--- config.mk ---
export PLATFORM = sky130hd
export DESIGN_NAME = car_lane_flat
export DESIGN_NICKNAME = d
export VERILOG_FILES = /design/src/rtl/car_pkg.sv /design/src/rtl/car_lane_if.sv /design/src/rtl/car_slot.sv /design/src/rtl/car_lane.sv /design/src/flat_wrapper.sv
export SDC_FILE = /design/constraint.sdc
export NUM_CORES = 1
export LEC_CHECK = 0
export BUFFER_PORTS_ARGS = -buffer_cell sky130_fd_sc_hd__buf_2
export CAP_MARGIN = 25
export CELL_PAD_IN_SITES_DETAIL_PLACEMENT = 1
export CELL_PAD_IN_SITES_GLOBAL_PLACEMENT = 1
export CORE_UTILIZATION = 49
export DETAILED_ROUTE_END_ITERATION = 8
export PLACE_DENSITY = 0.82
export SLEW_MARGIN = 20
export SYNTH_ARGS = -nofsm -noshare
export SYNTH_HDL_FRONTEND = slang
export SYNTH_HIERARCHICAL = 1
export SYNTH_SLANG_ARGS = --single-unit
--- constraint.sdc ---
create_clock -name FrameClk -period 4.5 [get_ports FrameClk]
set_input_delay 0 -clock FrameClk [delete_from_list [all_inputs] [get_ports FrameClk]]
set_output_delay 0 -clock FrameClk [all_outputs]
set_load 0.005 [all_outputs]
--- src/rtl/car_pkg.sv ---
// -----------------------------------------------------------------------------
// car_pkg
// Shared types and constants for the car lane generator.
//   coord_t        : 10-bit unsigned screen coordinate
//   lane_state_e   : lane FSM state (IDLE / RUN)
//   slot_state_t   : per-slot registered state (active, x, acc, tile, frame)
//   boxes_overlap  : strict axis-aligned box overlap test (edge touch = miss)
// -----------------------------------------------------------------------------
package car_pkg;

  typedef logic [9:0] coord_t;

  typedef enum logic {
    LANE_IDLE = 1'b0,
    LANE_RUN  = 1'b1
  } lane_state_e;

  typedef struct packed {
    logic       active;
    coord_t     x;
    logic [1:0] acc;    // sub-pixel accumulator, quarter pixels
    logic [3:0] tile;   // animation tile within the car type
    logic [3:0] frame;  // frames spent on the current tile
  } slot_state_t;

  localparam int TILES_PER_ANIM_DEF  = 4;
  localparam int FRAMES_PER_TILE_DEF = 5;

  // Player foot box sits 30 px below the player origin and is 16x1.
  localparam coord_t PLAYER_OFS_Y = 10'd30;
  localparam coord_t PLAYER_BOX_W = 10'd16;
  localparam coord_t PLAYER_BOX_H = 10'd1;
  // Car hit box is the bottom 16 rows of the sprite.
  localparam coord_t CAR_BOX_H    = 10'd16;

  // Strict overlap on both axes; all sums wrap at 10 bits like the rest of
  // the coordinate arithmetic.
  function automatic logic boxes_overlap(
    input coord_t ax, input coord_t ay, input coord_t aw, input coord_t ah,
    input coord_t bx, input coord_t by, input coord_t bw, input coord_t bh
  );
    coord_t a_r, a_b, b_r, b_b;
    a_r = ax + aw;
    a_b = ay + ah;
    b_r = bx + bw;
    b_b = by + bh;
    return (ax < b_r) && (bx < a_r) && (ay < b_b) && (by < a_b);
  endfunction

endpackage

--- src/rtl/car_lane_if.sv ---
// -----------------------------------------------------------------------------
// car_lane_if
// Groups the lane control, draw and collision signals of car_lane.
// There is no valid/ready handshake on this bus: every input is sampled on
// each rising frame clock edge, and every output is combinational from the
// registered slot state plus the current draw/player inputs.
//   master : game logic / renderer side (drives controls, reads results)
//   slave  : car_lane side
// -----------------------------------------------------------------------------
interface car_lane_if
  import car_pkg::*;
#(
  parameter int NUM_PLAYERS = 2,
  parameter int SPEED_W     = 5,
  parameter int GAP_W       = 8
);
  logic                      LaneEnable;
  logic                      FaceLeft;
  logic [1:0]                Type;
  logic [SPEED_W-1:0]        Speed;
  logic [GAP_W-1:0]          SpawnGap;
  logic [9:0]                SpawnX;
  logic [9:0]                SpawnY;
  logic [9:0]                DrawX;
  logic [9:0]                DrawY;
  logic [NUM_PLAYERS*10-1:0] PlayerX;
  logic [NUM_PLAYERS*10-1:0] PlayerY;
  logic [NUM_PLAYERS*5-1:0]  PlayerHbOffset;
  logic [NUM_PLAYERS-1:0]    PlayerHit;
  logic                      CarPixel;
  logic [3:0]                Tile;
  logic [5:0]                PixelX;
  logic [4:0]                PixelY;
  logic [3:0]                ActiveCount;
  lane_state_e               DbgState;

  modport master (
    output LaneEnable, FaceLeft, Type, Speed, SpawnGap, SpawnX, SpawnY,
           DrawX, DrawY, PlayerX, PlayerY, PlayerHbOffset,
    input  PlayerHit, CarPixel, Tile, PixelX, PixelY, ActiveCount, DbgState
  );

  modport slave (
    input  LaneEnable, FaceLeft, Type, Speed, SpawnGap, SpawnX, SpawnY,
           DrawX, DrawY, PlayerX, PlayerY, PlayerHbOffset,
    output PlayerHit, CarPixel, Tile, PixelX, PixelY, ActiveCount, DbgState
  );
endinterface

--- src/rtl/car_slot.sv ---
// -----------------------------------------------------------------------------
// car_slot
// One car slot: registered state, quarter-pixel movement, off-screen despawn,
// tile animation, plus the combinational draw and collision terms.
//   clk_i, rst_ni   : frame clock, async active-low reset
//   flush_i         : deactivate the slot this edge
//   spawn_i         : (re)activate at spawn_x_i this edge; wins over despawn
//   face_left_i     : motion toward decreasing X
//   speed_i         : quarter pixels per frame
//   type_i          : car sprite type
//   spawn_x_i/y_i   : spawn X, lane top Y
//   draw_x_i/y_i    : current render pixel
//   player_*_i      : packed player positions and hitbox X offsets
//   active_o        : slot holds a car
//   free_o          : slot is empty or empties on this edge
//   hit_o           : draw pixel lies inside this car
//   tile_o, pixel_x_o : sprite tile and column for this car
//   player_hit_o    : per-player overlap with this car
// -----------------------------------------------------------------------------
module car_slot
  import car_pkg::*;
#(
  parameter int NUM_PLAYERS     = 2,
  parameter int SPEED_W         = 5,
  parameter int CAR_W           = 48,
  parameter int CAR_H           = 26,
  parameter int MIN_X           = 100,
  parameter int MAX_X           = 739,
  parameter int TILES_PER_ANIM  = TILES_PER_ANIM_DEF,
  parameter int FRAMES_PER_TILE = FRAMES_PER_TILE_DEF
) (
  input  logic                      clk_i,
  input  logic                      rst_ni,
  input  logic                      flush_i,
  input  logic                      spawn_i,
  input  logic                      face_left_i,
  input  logic [SPEED_W-1:0]        speed_i,
  input  logic [1:0]                type_i,
  input  coord_t                    spawn_x_i,
  input  coord_t                    spawn_y_i,
  input  coord_t                    draw_x_i,
  input  coord_t                    draw_y_i,
  input  logic [NUM_PLAYERS*10-1:0] player_x_i,
  input  logic [NUM_PLAYERS*10-1:0] player_y_i,
  input  logic [NUM_PLAYERS*5-1:0]  player_hb_i,
  output logic                      active_o,
  output logic                      free_o,
  output logic                      hit_o,
  output logic [3:0]                tile_o,
  output logic [5:0]                pixel_x_o,
  output logic [NUM_PLAYERS-1:0]    player_hit_o
);

  localparam coord_t     CAR_W_C = coord_t'(CAR_W);
  localparam coord_t     CAR_H_C = coord_t'(CAR_H);
  localparam coord_t     MIN_X_C = coord_t'(MIN_X);
  localparam coord_t     MAX_X_C = coord_t'(MAX_X);
  localparam logic [3:0] TPA_C   = 4'(TILES_PER_ANIM);
  localparam logic [3:0] FPT_C   = 4'(FRAMES_PER_TILE);

  slot_state_t        st_q, st_d;
  coord_t             x_far;
  coord_t             y_far;
  coord_t             car_box_y;
  logic               despawn;
  logic [SPEED_W:0]   sum;
  coord_t             step;

  assign x_far     = st_q.x + CAR_W_C;
  assign y_far     = spawn_y_i + CAR_H_C;
  assign car_box_y = spawn_y_i + CAR_H_C - CAR_BOX_H;

  // Despawn looks at the position before this frame's move.
  assign despawn = st_q.active &&
                   (face_left_i ? (x_far < MIN_X_C) : (st_q.x >= MAX_X_C));

  assign sum  = (SPEED_W+1)'(st_q.acc) + (SPEED_W+1)'(speed_i);
  assign step = coord_t'(sum >> 2);

  always_comb begin
    st_d = st_q;
    if (flush_i) begin
      st_d = '0;
    end else if (spawn_i) begin
      st_d.active = 1'b1;
      st_d.x      = spawn_x_i;
      st_d.acc    = 2'd0;
      st_d.tile   = 4'd0;
      st_d.frame  = 4'd0;
    end else if (st_q.active) begin
      if (despawn) begin
        st_d.active = 1'b0;
      end else begin
        st_d.acc = sum[1:0];
        st_d.x   = face_left_i ? (st_q.x - step) : (st_q.x + step);
        if (st_q.frame == FPT_C - 4'd1) begin
          st_d.frame = 4'd0;
          st_d.tile  = (st_q.tile == TPA_C - 4'd1) ? 4'd0 : st_q.tile + 4'd1;
        end else begin
          st_d.frame = st_q.frame + 4'd1;
        end
      end
    end
  end

  always_ff @(posedge clk_i or negedge rst_ni) begin
    if (!rst_ni) begin
      st_q <= '0;
    end else begin
      st_q <= st_d;
    end
  end

  assign active_o = st_q.active;
  assign free_o   = !st_q.active || despawn;

  assign hit_o = st_q.active &&
                 (st_q.x <= draw_x_i) && (draw_x_i < x_far) &&
                 (spawn_y_i <= draw_y_i) && (draw_y_i < y_far);

  assign tile_o = 4'(type_i) * TPA_C + st_q.tile;

  // Sprites are stored left-facing; right-facing cars read columns mirrored.
  assign pixel_x_o = face_left_i ? 6'(draw_x_i - st_q.x)
                                 : 6'(CAR_W_C - 10'd1 - (draw_x_i - st_q.x));

  for (genvar p = 0; p < NUM_PLAYERS; p++) begin : g_player
    coord_t px, py;
    assign px = player_x_i[10*p +: 10] + coord_t'(player_hb_i[5*p +: 5]);
    assign py = player_y_i[10*p +: 10] + PLAYER_OFS_Y;
    assign player_hit_o[p] = st_q.active &&
        boxes_overlap(px, py, PLAYER_BOX_W, PLAYER_BOX_H,
                      st_q.x, car_box_y, CAR_W_C, CAR_BOX_H);
  end

endmodule

--- src/rtl/car_lane.sv ---
// -----------------------------------------------------------------------------
// car_lane
// Pooled traffic generator for one road lane. Spawns cars at a programmable
// frame gap into the lowest free slot, moves and animates them, and merges
// their draw and collision terms.
//   FrameClk : frame-rate clock, all state updates on its rising edge
//   ResetN   : asynchronous active-low reset
//   bus      : car_lane_if.slave (lane controls, draw position, players in;
//              CarPixel/Tile/PixelX/PixelY, PlayerHit, ActiveCount,
//              DbgState out)
// Build option: define CAR_LANE_GAP_JITTER_EN to add an 8-bit LFSR that
// stretches each spawn gap by 0..7 frames.
// -----------------------------------------------------------------------------
module car_lane
  import car_pkg::*;
#(
  parameter int NUM_CARS        = 4,
  parameter int NUM_PLAYERS     = 2,
  parameter int SPEED_W         = 5,
  parameter int GAP_W           = 8,
  parameter int CAR_W           = 48,
  parameter int CAR_H           = 26,
  parameter int MIN_X           = 100,
  parameter int MAX_X           = 739,
  parameter int TILES_PER_ANIM  = TILES_PER_ANIM_DEF,
  parameter int FRAMES_PER_TILE = FRAMES_PER_TILE_DEF
) (
  input logic       FrameClk,
  input logic       ResetN,
  car_lane_if.slave bus
);

  lane_state_e                          state_q, state_d;
  logic [GAP_W-1:0]                     gap_q, gap_d;
  logic [GAP_W-1:0]                     gap_target;
  logic                                 flush;
  logic [NUM_CARS-1:0]                  spawn_sel;
  logic [NUM_CARS-1:0]                  first_free;
  logic [NUM_CARS-1:0]                  slot_free;
  logic [NUM_CARS-1:0]                  slot_active;
  logic [NUM_CARS-1:0]                  slot_hit;
  logic [NUM_CARS-1:0][3:0]             slot_tile;
  logic [NUM_CARS-1:0][5:0]             slot_pixx;
  logic [NUM_CARS-1:0][NUM_PLAYERS-1:0] slot_phit;

  // Lowest-index free slot, one-hot.
  always_comb begin
    logic found;
    found      = 1'b0;
    first_free = '0;
    for (int i = 0; i < NUM_CARS; i++) begin
      if (slot_free[i] && !found) begin
        first_free[i] = 1'b1;
        found         = 1'b1;
      end
    end
  end

  // Lane FSM and spawn scheduling. The gap counter parks at the target while
  // the pool is full so the spawn fires on the first frame a slot frees.
  always_comb begin
    state_d   = state_q;
    gap_d     = gap_q;
    spawn_sel = '0;
    flush     = 1'b0;
    case (state_q)
      LANE_IDLE: begin
        if (bus.LaneEnable) begin
          state_d      = LANE_RUN;
          spawn_sel[0] = 1'b1;
          gap_d        = '0;
        end else begin
          flush = 1'b1;
        end
      end
      LANE_RUN: begin
        if (!bus.LaneEnable) begin
          state_d = LANE_IDLE;
          flush   = 1'b1;
          gap_d   = '0;
        end else if (gap_q >= gap_target) begin
          if (|slot_free) begin
            spawn_sel = first_free;
            gap_d     = '0;
          end else begin
            gap_d = gap_target;
          end
        end else begin
          gap_d = gap_q + 1'b1;
        end
      end
      default: begin
        state_d = LANE_IDLE;
        flush   = 1'b1;
        gap_d   = '0;
      end
    endcase
  end

  always_ff @(posedge FrameClk or negedge ResetN) begin
    if (!ResetN) begin
      state_q <= LANE_IDLE;
      gap_q   <= '0;
    end else begin
      state_q <= state_d;
      gap_q   <= gap_d;
    end
  end

`ifdef CAR_LANE_GAP_JITTER_EN
  logic [7:0]       lfsr_q, lfsr_d;
  logic [2:0]       jit_q, jit_d;
  logic [GAP_W:0]   tgt_sum;

  // Taps 8,6,5,4: maximal-length sequence.
  always_comb begin
    lfsr_d = {lfsr_q[6:0], lfsr_q[7] ^ lfsr_q[5] ^ lfsr_q[4] ^ lfsr_q[3]};
    jit_d  = (|spawn_sel) ? lfsr_q[2:0] : jit_q;
  end

  always_ff @(posedge FrameClk or negedge ResetN) begin
    if (!ResetN) begin
      lfsr_q <= 8'hA5;
      jit_q  <= 3'd0;
    end else begin
      lfsr_q <= lfsr_d;
      jit_q  <= jit_d;
    end
  end

  assign tgt_sum    = {1'b0, bus.SpawnGap} + {{(GAP_W-2){1'b0}}, jit_q};
  assign gap_target = tgt_sum[GAP_W] ? {GAP_W{1'b1}} : tgt_sum[GAP_W-1:0];
`else
  assign gap_target = bus.SpawnGap;
`endif

  for (genvar i = 0; i < NUM_CARS; i++) begin : g_slot
    car_slot #(
      .NUM_PLAYERS    (NUM_PLAYERS),
      .SPEED_W        (SPEED_W),
      .CAR_W          (CAR_W),
      .CAR_H          (CAR_H),
      .MIN_X          (MIN_X),
      .MAX_X          (MAX_X),
      .TILES_PER_ANIM (TILES_PER_ANIM),
      .FRAMES_PER_TILE(FRAMES_PER_TILE)
    ) u_slot (
      .clk_i       (FrameClk),
      .rst_ni      (ResetN),
      .flush_i     (flush),
      .spawn_i     (spawn_sel[i]),
      .face_left_i (bus.FaceLeft),
      .speed_i     (bus.Speed),
      .type_i      (bus.Type),
      .spawn_x_i   (bus.SpawnX),
      .spawn_y_i   (bus.SpawnY),
      .draw_x_i    (bus.DrawX),
      .draw_y_i    (bus.DrawY),
      .player_x_i  (bus.PlayerX),
      .player_y_i  (bus.PlayerY),
      .player_hb_i (bus.PlayerHbOffset),
      .active_o    (slot_active[i]),
      .free_o      (slot_free[i]),
      .hit_o       (slot_hit[i]),
      .tile_o      (slot_tile[i]),
      .pixel_x_o   (slot_pixx[i]),
      .player_hit_o(slot_phit[i])
    );
  end

  logic                   car_pixel;
  logic [3:0]             tile_out;
  logic [5:0]             pixel_x;
  logic [4:0]             pixel_y;
  logic [3:0]             active_cnt;
  logic [NUM_PLAYERS-1:0] player_hit;

  // Walk from the top slot down so the lowest-index hit is the last writer.
  always_comb begin
    car_pixel = 1'b0;
    tile_out  = 4'd0;
    pixel_x   = 6'd0;
    pixel_y   = 5'd0;
    for (int i = NUM_CARS - 1; i >= 0; i--) begin
      if (slot_hit[i]) begin
        car_pixel = 1'b1;
        tile_out  = slot_tile[i];
        pixel_x   = slot_pixx[i];
        pixel_y   = 5'(bus.DrawY - bus.SpawnY);
      end
    end
  end

  always_comb begin
    active_cnt = 4'd0;
    player_hit = '0;
    for (int i = 0; i < NUM_CARS; i++) begin
      active_cnt = active_cnt + {3'd0, slot_active[i]};
      player_hit = player_hit | slot_phit[i];
    end
  end

  assign bus.CarPixel    = car_pixel;
  assign bus.Tile        = tile_out;
  assign bus.PixelX      = pixel_x;
  assign bus.PixelY      = pixel_y;
  assign bus.ActiveCount = active_cnt;
  assign bus.PlayerHit   = player_hit & {NUM_PLAYERS{bus.LaneEnable}};
  assign bus.DbgState    = state_q;

endmodule

--- src/flat_wrapper.sv ---
// flat-port wrapper written by rule: the top's interface ports become plain ports
module car_lane_flat import car_pkg::*;
#(
  parameter int NUM_CARS        = 4,
  parameter int NUM_PLAYERS     = 2,
  parameter int SPEED_W         = 5,
  parameter int GAP_W           = 8,
  parameter int CAR_W           = 48,
  parameter int CAR_H           = 26,
  parameter int MIN_X           = 100,
  parameter int MAX_X           = 739,
  parameter int TILES_PER_ANIM  = TILES_PER_ANIM_DEF,
  parameter int FRAMES_PER_TILE = FRAMES_PER_TILE_DEF
)
  (FrameClk, ResetN, bus_LaneEnable, bus_FaceLeft, bus_Type, bus_Speed, bus_SpawnGap, bus_SpawnX, bus_SpawnY, bus_DrawX, bus_DrawY, bus_PlayerX, bus_PlayerY, bus_PlayerHbOffset, bus_PlayerHit, bus_CarPixel, bus_Tile, bus_PixelX, bus_PixelY, bus_ActiveCount, bus_DbgState);
  car_lane_if #(.NUM_PLAYERS(NUM_PLAYERS), .SPEED_W(SPEED_W), .GAP_W(GAP_W)) bus_i ();
  input logic FrameClk;
  input logic ResetN;
  input wire logic [$bits(bus_i.LaneEnable)-1:0] bus_LaneEnable;
  input wire logic [$bits(bus_i.FaceLeft)-1:0] bus_FaceLeft;
  input wire logic [$bits(bus_i.Type)-1:0] bus_Type;
  input wire logic [$bits(bus_i.Speed)-1:0] bus_Speed;
  input wire logic [$bits(bus_i.SpawnGap)-1:0] bus_SpawnGap;
  input wire logic [$bits(bus_i.SpawnX)-1:0] bus_SpawnX;
  input wire logic [$bits(bus_i.SpawnY)-1:0] bus_SpawnY;
  input wire logic [$bits(bus_i.DrawX)-1:0] bus_DrawX;
  input wire logic [$bits(bus_i.DrawY)-1:0] bus_DrawY;
  input wire logic [$bits(bus_i.PlayerX)-1:0] bus_PlayerX;
  input wire logic [$bits(bus_i.PlayerY)-1:0] bus_PlayerY;
  input wire logic [$bits(bus_i.PlayerHbOffset)-1:0] bus_PlayerHbOffset;
  output wire logic [$bits(bus_i.PlayerHit)-1:0] bus_PlayerHit;
  output wire logic [$bits(bus_i.CarPixel)-1:0] bus_CarPixel;
  output wire logic [$bits(bus_i.Tile)-1:0] bus_Tile;
  output wire logic [$bits(bus_i.PixelX)-1:0] bus_PixelX;
  output wire logic [$bits(bus_i.PixelY)-1:0] bus_PixelY;
  output wire logic [$bits(bus_i.ActiveCount)-1:0] bus_ActiveCount;
  output wire logic [$bits(bus_i.DbgState)-1:0] bus_DbgState;
  assign bus_i.LaneEnable = bus_LaneEnable;
  assign bus_i.FaceLeft = bus_FaceLeft;
  assign bus_i.Type = bus_Type;
  assign bus_i.Speed = bus_Speed;
  assign bus_i.SpawnGap = bus_SpawnGap;
  assign bus_i.SpawnX = bus_SpawnX;
  assign bus_i.SpawnY = bus_SpawnY;
  assign bus_i.DrawX = bus_DrawX;
  assign bus_i.DrawY = bus_DrawY;
  assign bus_i.PlayerX = bus_PlayerX;
  assign bus_i.PlayerY = bus_PlayerY;
  assign bus_i.PlayerHbOffset = bus_PlayerHbOffset;
  assign bus_PlayerHit = bus_i.PlayerHit;
  assign bus_CarPixel = bus_i.CarPixel;
  assign bus_Tile = bus_i.Tile;
  assign bus_PixelX = bus_i.PixelX;
  assign bus_PixelY = bus_i.PixelY;
  assign bus_ActiveCount = bus_i.ActiveCount;
  assign bus_DbgState = bus_i.DbgState;
  car_lane #(.NUM_CARS(NUM_CARS), .NUM_PLAYERS(NUM_PLAYERS), .SPEED_W(SPEED_W), .GAP_W(GAP_W), .CAR_W(CAR_W), .CAR_H(CAR_H), .MIN_X(MIN_X), .MAX_X(MAX_X), .TILES_PER_ANIM(TILES_PER_ANIM), .FRAMES_PER_TILE(FRAMES_PER_TILE)) u_core (.FrameClk(FrameClk), .ResetN(ResetN), .bus(bus_i));
endmodule
==> qor.csv, run 1 <==
metric;value;unit
status;complete, no violations;
Final Skew;0.008224;ns
setup repair bufs after CTS;0;
DRT Pass-1 Iters;5;
number of enable flip-flop cells after synthesis;0;
hold path startpoint;bus_SpawnGap[1];
clock group share of total power;0.159;
placed instance area;0.02799;mm^2
syn_area_per_cell;7.956;um^2
Layout area overhead;8.924;%
syn nets;4020;
Comb power frac;0.653;
Internal;2.457;mW
wire length per cell;23.62;um
share of cells above drive strength 1;0.09348;
Crit path required time;4.50;ns
most frequent cells after synthesis;ha_1 (611), inv_1 (361), nand2_1 (213);
Worst EP arrival;4.26;ns
DIE AREA;0.05415;mm^2
WP buf/inv;4;
die width;232.7;um
root cell of the clock tree;clkbuf_16;
total power;4.687;mW
routed vias;25900;
CORE AREA;0.05255;mm^2
CTS tree;built;
Port Buffers;130;
hold crit path type;input pin to flop;
leak pwr;13.60;nW
RSZ-0062 raised after global routing;yes;
hpwl dp;81650;um
area share of the largest cell type after synthesis;0.2931;
Worst-Skew Late Latency;0.36;ns
Initial Util;0.4963;
Fin Setup TNS;0;ns
GPL Wtd Cong;0.9626;
share of power burned in registers;0.188;
crit path max-delay cell type;or4b_2;
minimum clock period;4.264;ns
YS warnings;6;
Die Y;232.7;um
largest net degree at the start of global routing;62;
Post-Layout Inst Area;0.02841;mm^2
IO Count;132;
clk sinks;93;
min setup slack post-route;0.2359;ns
Sw Share;0.4757;
cell taking the most area after synthesis;ha_1;
Nets;4203;
TritonCTS Buffers;9;
slowest stage delay, CP;0.63;ns
crit path capture type;output port;
Reg2Reg Launch Point;u_core/g_slot[1].u_slot/st_q[14]$_DFFE_PN0P_;
VDD IR max;0.0001609;V
count of final max-slew check failures;0;
synth unique cells;115;
Avg Vias per Cell;6.234;
Detail Route Antenna Nets;0;
initial antenna violation count;3;
first-pass GRT wire length;152300;um
worst hold slack;0.01060;ns
Max Clk Rate;0.2345;GHz
top cells by area, synth;ha_1 (29%), dfrtp_1 (8.9%), xnor2_1 (6.7%), inv_1 (5.2%), xor2_1 (5.1%);
grt total ovfl;0;
synthesized netlist cell count;3278;
vias in the first global route;27230;
critical path's top delay family;simple AND/OR/NAND/NOR gates;
Critical Path Start Type;input pin;
Layout fillers;6618;
final hold vios;0;
clock slew at reported path FFs;0.07;ns
final wirelength;98150;um
register bit total from synthesis;93;
Sw Pwr;2.230;mW
Rel. slew slack;0.3589;
H-Tree Depth;3;
CP startpoint;bus_PlayerX[10];
final routed DRC violation total;0;
FP Rows;84;
worst slack at placement;-0.01935;ns
Async SR Flop Fraction;1.000;
most frequent cell after synthesis;ha_1;
Max Cap Viol;0;
Total GRT Usage;0.3604;
final cycle utilization of the critical path;0.9476;
worst slew pin tran;0.9572;ns
Worst Path Max Fanout;3;
setup violators final;0;
Top FF cell, synth;dfrtp_1;
post-synthesis sequential area ratio;0.08924;
clk buf depth;2;
Syn Std Cell Area;0.02608;mm^2
worst-path cell chain;buf_2 > ha_2 > inv_1 > fa_1 > nor2b_1 > o21ai_0 > a21boi_1 > o21ai_0 > nor2_1 > xnor2_1 > nor3b_2 > xnor2_1 > ha_1 > or4b_2 > a221oi_1 > nand4_1 > nor4_2 > a21boi_2 > buf_4 > nor4_1 > nor2_1 > buf_2;
kind of critical path;input pin to output port;
initial drt markers;1324;
Pwr Density;165.0;mW/mm^2
==> area by class of cell <==
class                   count  area, um^2  share of cell area
multi-input cells        2757       22100              0.7781
flip-flops and latches     93        2327             0.08193
repair buffers            235        1471             0.05180
inverters                 365        1370             0.04823
well taps                 688       860.8             0.03030
clock buffers              14       254.0            0.008942
clock inverters             2       17.52           0.0006167
diodes                      1       2.502          0.00008809
==> routing by layer <==
metal / wire length, um / track usage / up-vias
li1: - / - / 12180
met1: 39490 / 0.4074 / 12690
met2: 46860 / 0.6331 / 725
met3: 3854 / 0.03088 / 303
met4: 7920 / 0.2625 / 4
met5: 23 / 0 / -
==> kinds of logic after synthesis <==
logic type                 Yosys count  share of synthesized area
and+or+nand+nor                    926                     0.1854
AOI/OAI and AO/OA                  812                     0.2140
adders and majority gates          640                     0.3130
buffers and inverters              428                    0.06655
xor gates and xnor gates           360                     0.1242
DFF                                 93                    0.08924
muxes                               18                   0.007484
other                                1                  0.0001438
==> worst paths after layout <==
kind | endpoint | slack (ns) | cells after the start
worst min register to register | u_core/g_slot[2].u_slot/st_q[3]$_DFFE_PN0P_ | 0.50 | 1
worst max register to register | u_core/g_slot[1].u_slot/st_q[19]$_DFFE_PN0P_ | 0.29 | 14
min in group asynchronous | u_core/g_slot[2].u_slot/st_q[6]$_DFFE_PN0P_ | 0.29 | 2
worst max-delay path | bus_PlayerHit[1] | 0.24 | 22
max in group asynchronous | u_core/g_slot[1].u_slot/st_q[8]$_DFFE_PN0P_ | 3.16 | 3
worst min-delay path | u_core/gap_q[1]$_DFFE_PN0P_ | 0.01 | 3
==> worst register-to-register path: stages (launching register included) <==
cell and delay, ns:
dfrtp_1 0.48, inv_1 0.15, ha_1 0.25, nand3b_1 0.17, xor2_1 0.18, buf_4 0.17, nand2_1 0.05, or3_1 0.44
and3_1 0.26, inv_2 0.31, nor4b_1 0.31, buf_4 0.21, clkinv_1 0.44, and4_1 0.37, a2111oi_0 0.30
==> repair_timing <==
action / CTS / global route
hold buffers: 8 / 0
gates resized for setup: 3 / 16
endpoints found under the hold margin: 67 / 0
pin swaps: 1 / 6
endpoints found under the setup margin: 2 / 11
==> sequential cells by signal, indices dropped and copies added, names as in the netlist <==
signal,flops
u_core/bus.DbgState,1
u_core/g_slot.u_slot/active_o,4
u_core/g_slot.u_slot/st_q,80
u_core/gap_q,8
==> stage by stage <==
step             util  std cells
2_1_floorplan       -       3278
3_3_place_gp   0.5324       4129
3_5_place_dp   0.5327       4130
4_1_cts        0.5395       4154
5_1_grt        0.5405       4154
6_report       0.5405       4155
==> placed cells by master (no fill, tap or decap), types with 25 or more instances in the layout <==
cell type / synthesis / layout
ha_1: 611 / 610
inv_1: 361 / 360
nand2_1: 213 / 213
xnor2_1: 199 / 197
a21oi_1: 191 / 190
nor2_1: 183 / 183
xor2_1: 153 / 153
o21ai_0: 147 / 143
buf_2: 10 / 130
nand3_1: 110 / 110
buf_4: 15 / 96
dfrtp_1: 93 / 93
a21o_1: 79 / 79
nor3_1: 78 / 78
o21a_1: 56 / 56
nor2b_1: 55 / 54
nor3b_1: 51 / 50
nand4_1: 40 / 40
nand2b_1: 39 / 39
o211ai_1: 37 / 37
a211oi_1: 35 / 33
o2111ai_1: 25 / 25
==> power by group through the flow <==
stage | registers, mW | clock network, mW | logic, mW
after floorplan | 0.890 | 0 | 1.97
after global placement | 0.893 | 0 | 2.83
after detailed placement | 0.894 | 0 | 2.99
after CTS | 0.878 | 0.758 | 3.03
after global routing | 0.881 | 0.795 | 3.38
final | 0.880 | 0.747 | 3.06
Note: power is estimated with default switching activity, not from simulation.
==> inputs of run 2 (changes only) <==
- clock period: 4.5 -> 3.95 ns (I/O delays scaled with it)
==> run 2 against run 1 <==
Effect of this change:
- the flow now finishes with violations (setup timing)
- worst hold slack gained 0.0042 ns
- critical path depth shrank 3
- register-to-register slack lost 0.17 ns
- global-route usage grew 1.6 points
- non-clock buffer count grew 177
- total power grew 23%
- sequential share of layout area shrank 0.55 points
- cell area grew 7.4%
- setup slack lost 0.31 ns
- largest power group unchanged
- highest routed layer unchanged
==> qor.csv, run 2 (synthesis gave the netlist of run 1 again) <==
metric;value;unit
CORE AREA;0.05255;mm^2
clock slew at reported path FFs;0.07;ns
register area;0.002331;mm^2
multi-input logic area;0.02276;mm^2
final hold vios;0;
H-Tree Depth;3;
Crit path required time;3.95;ns
Initial Util;0.4963;
slowest stage delay, CP;0.37;ns
final cycle utilization of the critical path;1.018;
Largest Register;u_core/g_slot.u_slot/st_q;
worst slew pin tran;0.7808;ns
wire length per cell;24.41;um
crit path max-delay cell type;nor4b_2;
Worst-Skew Late Latency;0.37;ns
clk buf depth;2;
kind of critical path;flop to output port;
hold crit path type;input pin to flop;
total power;5.754;mW
TritonCTS Buffers;9;
RSZ-0062 raised after global routing;yes;
minimum clock period;4.019;ns
WP buf/inv;6;
hpwl dp;85600;um
share of cells above drive strength 1;0.1713;
root cell of the clock tree;clkbuf_16;
count of final max-slew check failures;0;
min setup slack post-route;-0.06934;ns
Pwr Density;188.6;mW/mm^2
VDD IR max;0.0002143;V
IO Count;132;
status;finished, violations left;
initial antenna violation count;2;
number of flip-flops in the largest register;80;
Port Buffers;130;
crit path capture type;output port;
failing checks;setup timing;
Critical Path Start Type;flop;
leak pwr;14.63;nW
FP Rows;84;
Die Y;232.7;um
most frequent cells in the layout;ha_1 (601), inv_1 (357), buf_4 (259);
largest net degree at the start of global routing;75;
Max Cap Viol;0;
Avg Vias per Cell;6.233;
r2r setup slk;0.12;ns
clk sinks;93;
routed vias;27000;
setup violators final;7;
Max Clk Rate;0.2488;GHz
Worst EP arrival;4.02;ns
GPL Wtd Cong;0.9564;
Post-Layout Inst Area;0.03052;mm^2
initial drt markers;1638;
worst hold slack;0.01481;ns
commonest non-fill, non-tap cell in the layout;ha_1;
Nets;4380;
DRT Pass-1 Iters;7;
Layout area overhead;17.01;%
final wirelength;105700;um
critical path's top delay family;compound AO/OA/AOI/OAI gates;
Total GRT Usage;0.3768;
final routed DRC violation total;0;
DIE AREA;0.05415;mm^2
Worst Path Max Fanout;7;
Layout fillers;6519;
grt total ovfl;0;
Most Frequent Cell on Critical Path;buf_4;
worst slack at placement;-0.4700;ns
first-pass GRT wire length;158400;um
placed instance area;0.02908;mm^2
Final Skew;0.01267;ns
worst-path cell chain;inv_2 > ha_4 > nand3b_1 > xor2_2 > ha_1 > a21o_1 > a2111oi_4 > buf_4 > o211ai_1 > nor4b_2 > nor2b_1 > buf_4 > buf_6 > a22oi_2 > nor2_1 > a21oi_1 > o21ai_1 > buf_4 > buf_6;
die width;232.7;um
vias in the first global route;28380;
Detail Route Antenna Nets;0;
CTS tree;built;
Rel. slew slack;0.4795;
-- run 2: final cells by class --
cell class	instances	share of cell area
inverter	365	0.04490
tap	688	0.02821
sequential	93	0.07639
multi-input combinational	2757	0.7458
antenna	1	0.00008200
clock inverter	3	0.001517
clock buffer	12	0.008077
timing repair buffer	412	0.09500
-- run 2: worst paths after layout --
check | from | to | depth (start not counted)
worst max-delay path | u_core/g_slot[3].u_slot/st_q[14]$_DFFE_PN0P_ | bus_PixelX[2] | 19
max in group asynchronous | ResetN | u_core/g_slot[0].u_slot/st_q[8]$_DFFE_PN0P_ | 3
worst max register to register | u_core/g_slot[3].u_slot/st_q[8]$_DFFE_PN0P_ | u_core/g_slot[3].u_slot/st_q[19]$_DFFE_PN0P_ | 18
worst min register to register | u_core/g_slot[1].u_slot/st_q[0]$_DFFE_PN0P_ | u_core/g_slot[1].u_slot/st_q[0]$_DFFE_PN0P_ | 1
min in group asynchronous | ResetN | u_core/g_slot[3].u_slot/st_q[9]$_DFFE_PN0P_ | 2
worst min-delay path | bus_SpawnX[6] | u_core/g_slot[3].u_slot/st_q[16]$_DFFE_PN0P_ | 3
-- run 2: where the power goes --
group	total (mW)	switching, mW	internal, mW	leakage, nW
Combinational	3.83	2.25	1.58	13.2
Clock	0.920	0.413	0.507	0.139
Sequential	1.01	0.0359	0.970	1.28
Total	5.75	2.70	3.05	14.6
-- run 2: timing repair --
item | CTS | global route
pin swaps | 41 | 66
buffers inserted | 12 | 22
endpoints found under the setup margin | 23 | 36
hold buffers | 9 | 0
hold endpoints to repair | 81 | 0
gates cloned | 0 | 2
gates resized for setup | 83 | 127
-- run 2: stage by stage --
step	utilization	cells	setup TNS (ns)
6_report	0.5807	4331	-0.2800
5_1_grt	0.5806	4330	-3.029
4_1_cts	0.5674	4310	0
3_5_place_dp	0.5534	4274	-1.200
3_3_place_gp	0.5534	4274	-0.8043
2_1_floorplan	-	3278	0
-- run 2: layer usage --
| metal | global-route usage | wire length, um |
|---|---|---|
| met5 | 0 | 9 |
| met4 | 0.2753 | 8391 |
| met3 | 0.02745 | 3945 |
| met2 | 0.6759 | 51780 |
| met1 | 0.4174 | 41580 |
-- run 2: worst reg2reg max path: cells and delay by family (launching register included) --
family | cells | cell delay (ns)
DFF | 1 | 0.40
adders and majority gates | 4 | 1.09
xor gates and xnor gates | 1 | 0.18
AOI/OAI and AO/OA | 6 | 1.02
muxes | 2 | 0.49
and+or+nand+nor | 3 | 0.43
buffers and inverters | 2 | 0.09
==> inputs of run 3 (changes only) <==
--- a/config.mk
+++ b/config.mk
@@ -13,3 +13,4 @@
 export DETAILED_ROUTE_END_ITERATION = 8
-export PLACE_DENSITY = 0.82
+export HOLD_SLACK_MARGIN = 0.05
+export PLACE_DENSITY = 0.85
 export SLEW_MARGIN = 20
--- a/constraint.sdc
+++ b/constraint.sdc
@@ -3,2 +3,2 @@
 set_output_delay 0 -clock FrameClk [all_outputs]
-set_load 0.005 [all_outputs]
+set_load 0.05 [all_outputs]
==> run 3 against run 2 <==
Effect of this change:
- the flow still finishes with violations (setup timing)
- setup slack lost 0.14 ns
- global-route usage grew 2.4 points
- die area is the same
- total power grew 6.1%
- via count grew 4.5%
- final cell count grew 2.7%
- critical path type is now input pin to output port
- largest cell class unchanged
- highest routed layer unchanged
==> qor.csv, run 3 (synthesis gave the netlist of run 1 again) <==
metric;value;unit
status;finished, violations left;
failing checks;setup timing;
worst slack at placement;-0.6762;ns
Critical Path Start Type;input pin;
initial antenna violation count;4;
initial drt markers;1635;
Rel. slew slack;0.4263;
final hold vios;0;
Most Frequent Cell on Critical Path;buf_6;
Detail Route Antenna Nets;0;
Worst-Skew Late Latency;0.37;ns
Worst EP arrival;4.16;ns
CTS tree;built;
Final Skew;0.007971;ns
Met1 Wirelength;41870;um
DRT Pass-1 Iters;5;
largest net degree at the start of global routing;72;
minimum clock period;4.155;ns
wire length per cell;25.49;um
hpwl dp;89810;um
final routed DRC violation total;0;
crit path max-delay cell type;fa_2;
most frequent cells in the layout;ha_1 (597), buf_4 (367), inv_1 (353);
Layout area overhead;21.83;%
Sw Pwr;2.832;mW
Max Cap Viol;0;
leak pwr;15.28;nW
Avg Vias per Cell;6.345;
met3 routed WL;5864;um
Sw Share;0.4639;
setup violators final;12;
Pwr Density;192.1;mW/mm^2
worst slew pin tran;0.8593;ns
H-Tree Depth;3;
total power;6.104;mW
clock slew at reported path FFs;0.08;ns
final wirelength;113300;um
CORE AREA;0.05255;mm^2
IO Count;132;
clk sinks;93;
FP Rows;84;
crit path capture type;output port;
Internal;3.272;mW
Initial Util;0.4963;
count of final max-slew check failures;0;
share of power burned in registers;0.165;
slowest stage delay, CP;0.38;ns
share of cells above drive strength 1;0.2036;
Routed met2 length;55780;um
Worst Path Max Fanout;3;
Nets;4495;
routed vias;28220;
vias in the first global route;29850;
clock group share of total power;0.168;
first-pass GRT wire length;167600;um
Fin Setup TNS;-1.521;ns
Port Buffers;130;
DIE AREA;0.05415;mm^2
VDD IR max;0.0001774;V
RSZ-0062 raised after global routing;yes;
Die Y;232.7;um
number of flip-flops in the largest register;80;
Largest Register;u_core/g_slot.u_slot/st_q;
placed instance area;0.02989;mm^2
hold crit path type;input pin to asynchronous set/reset pin;
Top Layer Used;met5;
commonest non-fill, non-tap cell in the layout;ha_1;
root cell of the clock tree;clkbuf_16;
TritonCTS Buffers;9;
GPL Wtd Cong;0.9565;
Comb power frac;0.667;
Post-Layout Inst Area;0.03177;mm^2
Max Clk Rate;0.2406;GHz
Total GRT Usage;0.4005;
min setup slack post-route;-0.2055;ns
worst-path cell chain;buf_6 > buf_6 > ha_4 > inv_1 > fa_2 > nor2b_2 > o21ai_1 > a21boi_1 > buf_4 > o2111ai_1 > xnor2_1 > nand4_1 > xor2_1 > ha_1 > nor4_2 > nand3_1 > a41o_1 > a211oi_2 > buf_4 > nand3_1 > o21ai_2 > nor4_1 > nor2_1 > buf_6;
grt total ovfl;0;
kind of critical path;input pin to output port;
final cycle utilization of the critical path;1.052;
clk buf depth;2;
Crit path required time;3.95;ns
die width;232.7;um
## run 3: power by group through the flow
stage / sequential, mW / combinational (mW) / clock [mW]
after floorplan: 1.02 / 2.27 / 0
after global placement: 1.02 / 3.51 / 0
after detailed placement: 1.02 / 3.77 / 0
after global routing: 1.01 / 4.39 / 1.06
after CTS: 1.00 / 3.89 / 1.03
final: 1.01 / 4.07 / 1.03
## run 3: worst paths after layout
check | slack (ns) | startpoint | to | cells after the start
worst max-delay path | -0.21 | bus_PlayerX[10] | bus_PlayerHit[1] | 24
worst min-delay path | 0.09 | ResetN | u_core/g_slot[2].u_slot/st_q[15]$_DFFE_PN0P_ | 2
worst max register to register | -0.03 | u_core/g_slot[3].u_slot/st_q[8]$_DFFE_PN0P_ | u_core/g_slot[3].u_slot/st_q[16]$_DFFE_PN0P_ | 18
worst min register to register | 0.52 | u_core/g_slot[2].u_slot/st_q[3]$_DFFE_PN0P_ | u_core/g_slot[2].u_slot/st_q[3]$_DFFE_PN0P_ | 1
max in group asynchronous | 3.19 | ResetN | u_core/g_slot[2].u_slot/st_q[9]$_DFFE_PN0P_ | 3
min in group FrameClk | 0.23 | bus_Speed[1] | u_core/g_slot[0].u_slot/st_q[9]$_DFFE_PN0P_ | 4
## run 3: layer usage
metal / vias to the layer above / track usage
met2: 1099 / 0.7183
li1: 12740 / -
met5: - / 0
met4: 6 / 0.3107
met1: 13920 / 0.4261
met3: 452 / 0.04706
## run 3: layout make-up
cell class | count | area, um^2
Clock inverter | 5 | 81.33
Multi-Input combinational cell | 2757 | 22910
Timing Repair Buffer | 527 | 3958
Tap cell | 688 | 860.8
Inverter | 365 | 1374
Clock buffer | 11 | 252.7
Antenna cell | 1 | 2.502
Fill cell | 6387 | 20780
Sequential cell | 93 | 2332
## run 3: what timing repair did
item / in CTS / in global routing
pin swaps: 58 / 71
hold buffers: 20 / 0
hold endpoints to repair: 108 / 0
gates resized for setup: 114 / 158
setup endpoints to repair: 27 / 37
setup buffers: 13 / 25
## run 3: critical path, delay by kind of cell
kind,cells,cell delay [ns]
AND/OR/NAND/NOR,7,1.14
AO/OA/AOI/OAI,6,1.00
buffers and inverters,6,0.80
adder cells (fa/ha/maj),3,0.72
XOR/XNOR,2,0.47
## run 3: stage by stage
stage	std cells	util	hold WS (ns)
after global routing	4446	0.6046	0.1124
after global placement	4371	0.5688	0.1754
after floorplan	3278	-	-0.2956
after detailed placement	4371	0.5688	0.1795
after CTS	4420	0.5890	0.1805
final	4447	0.6046	0.09313
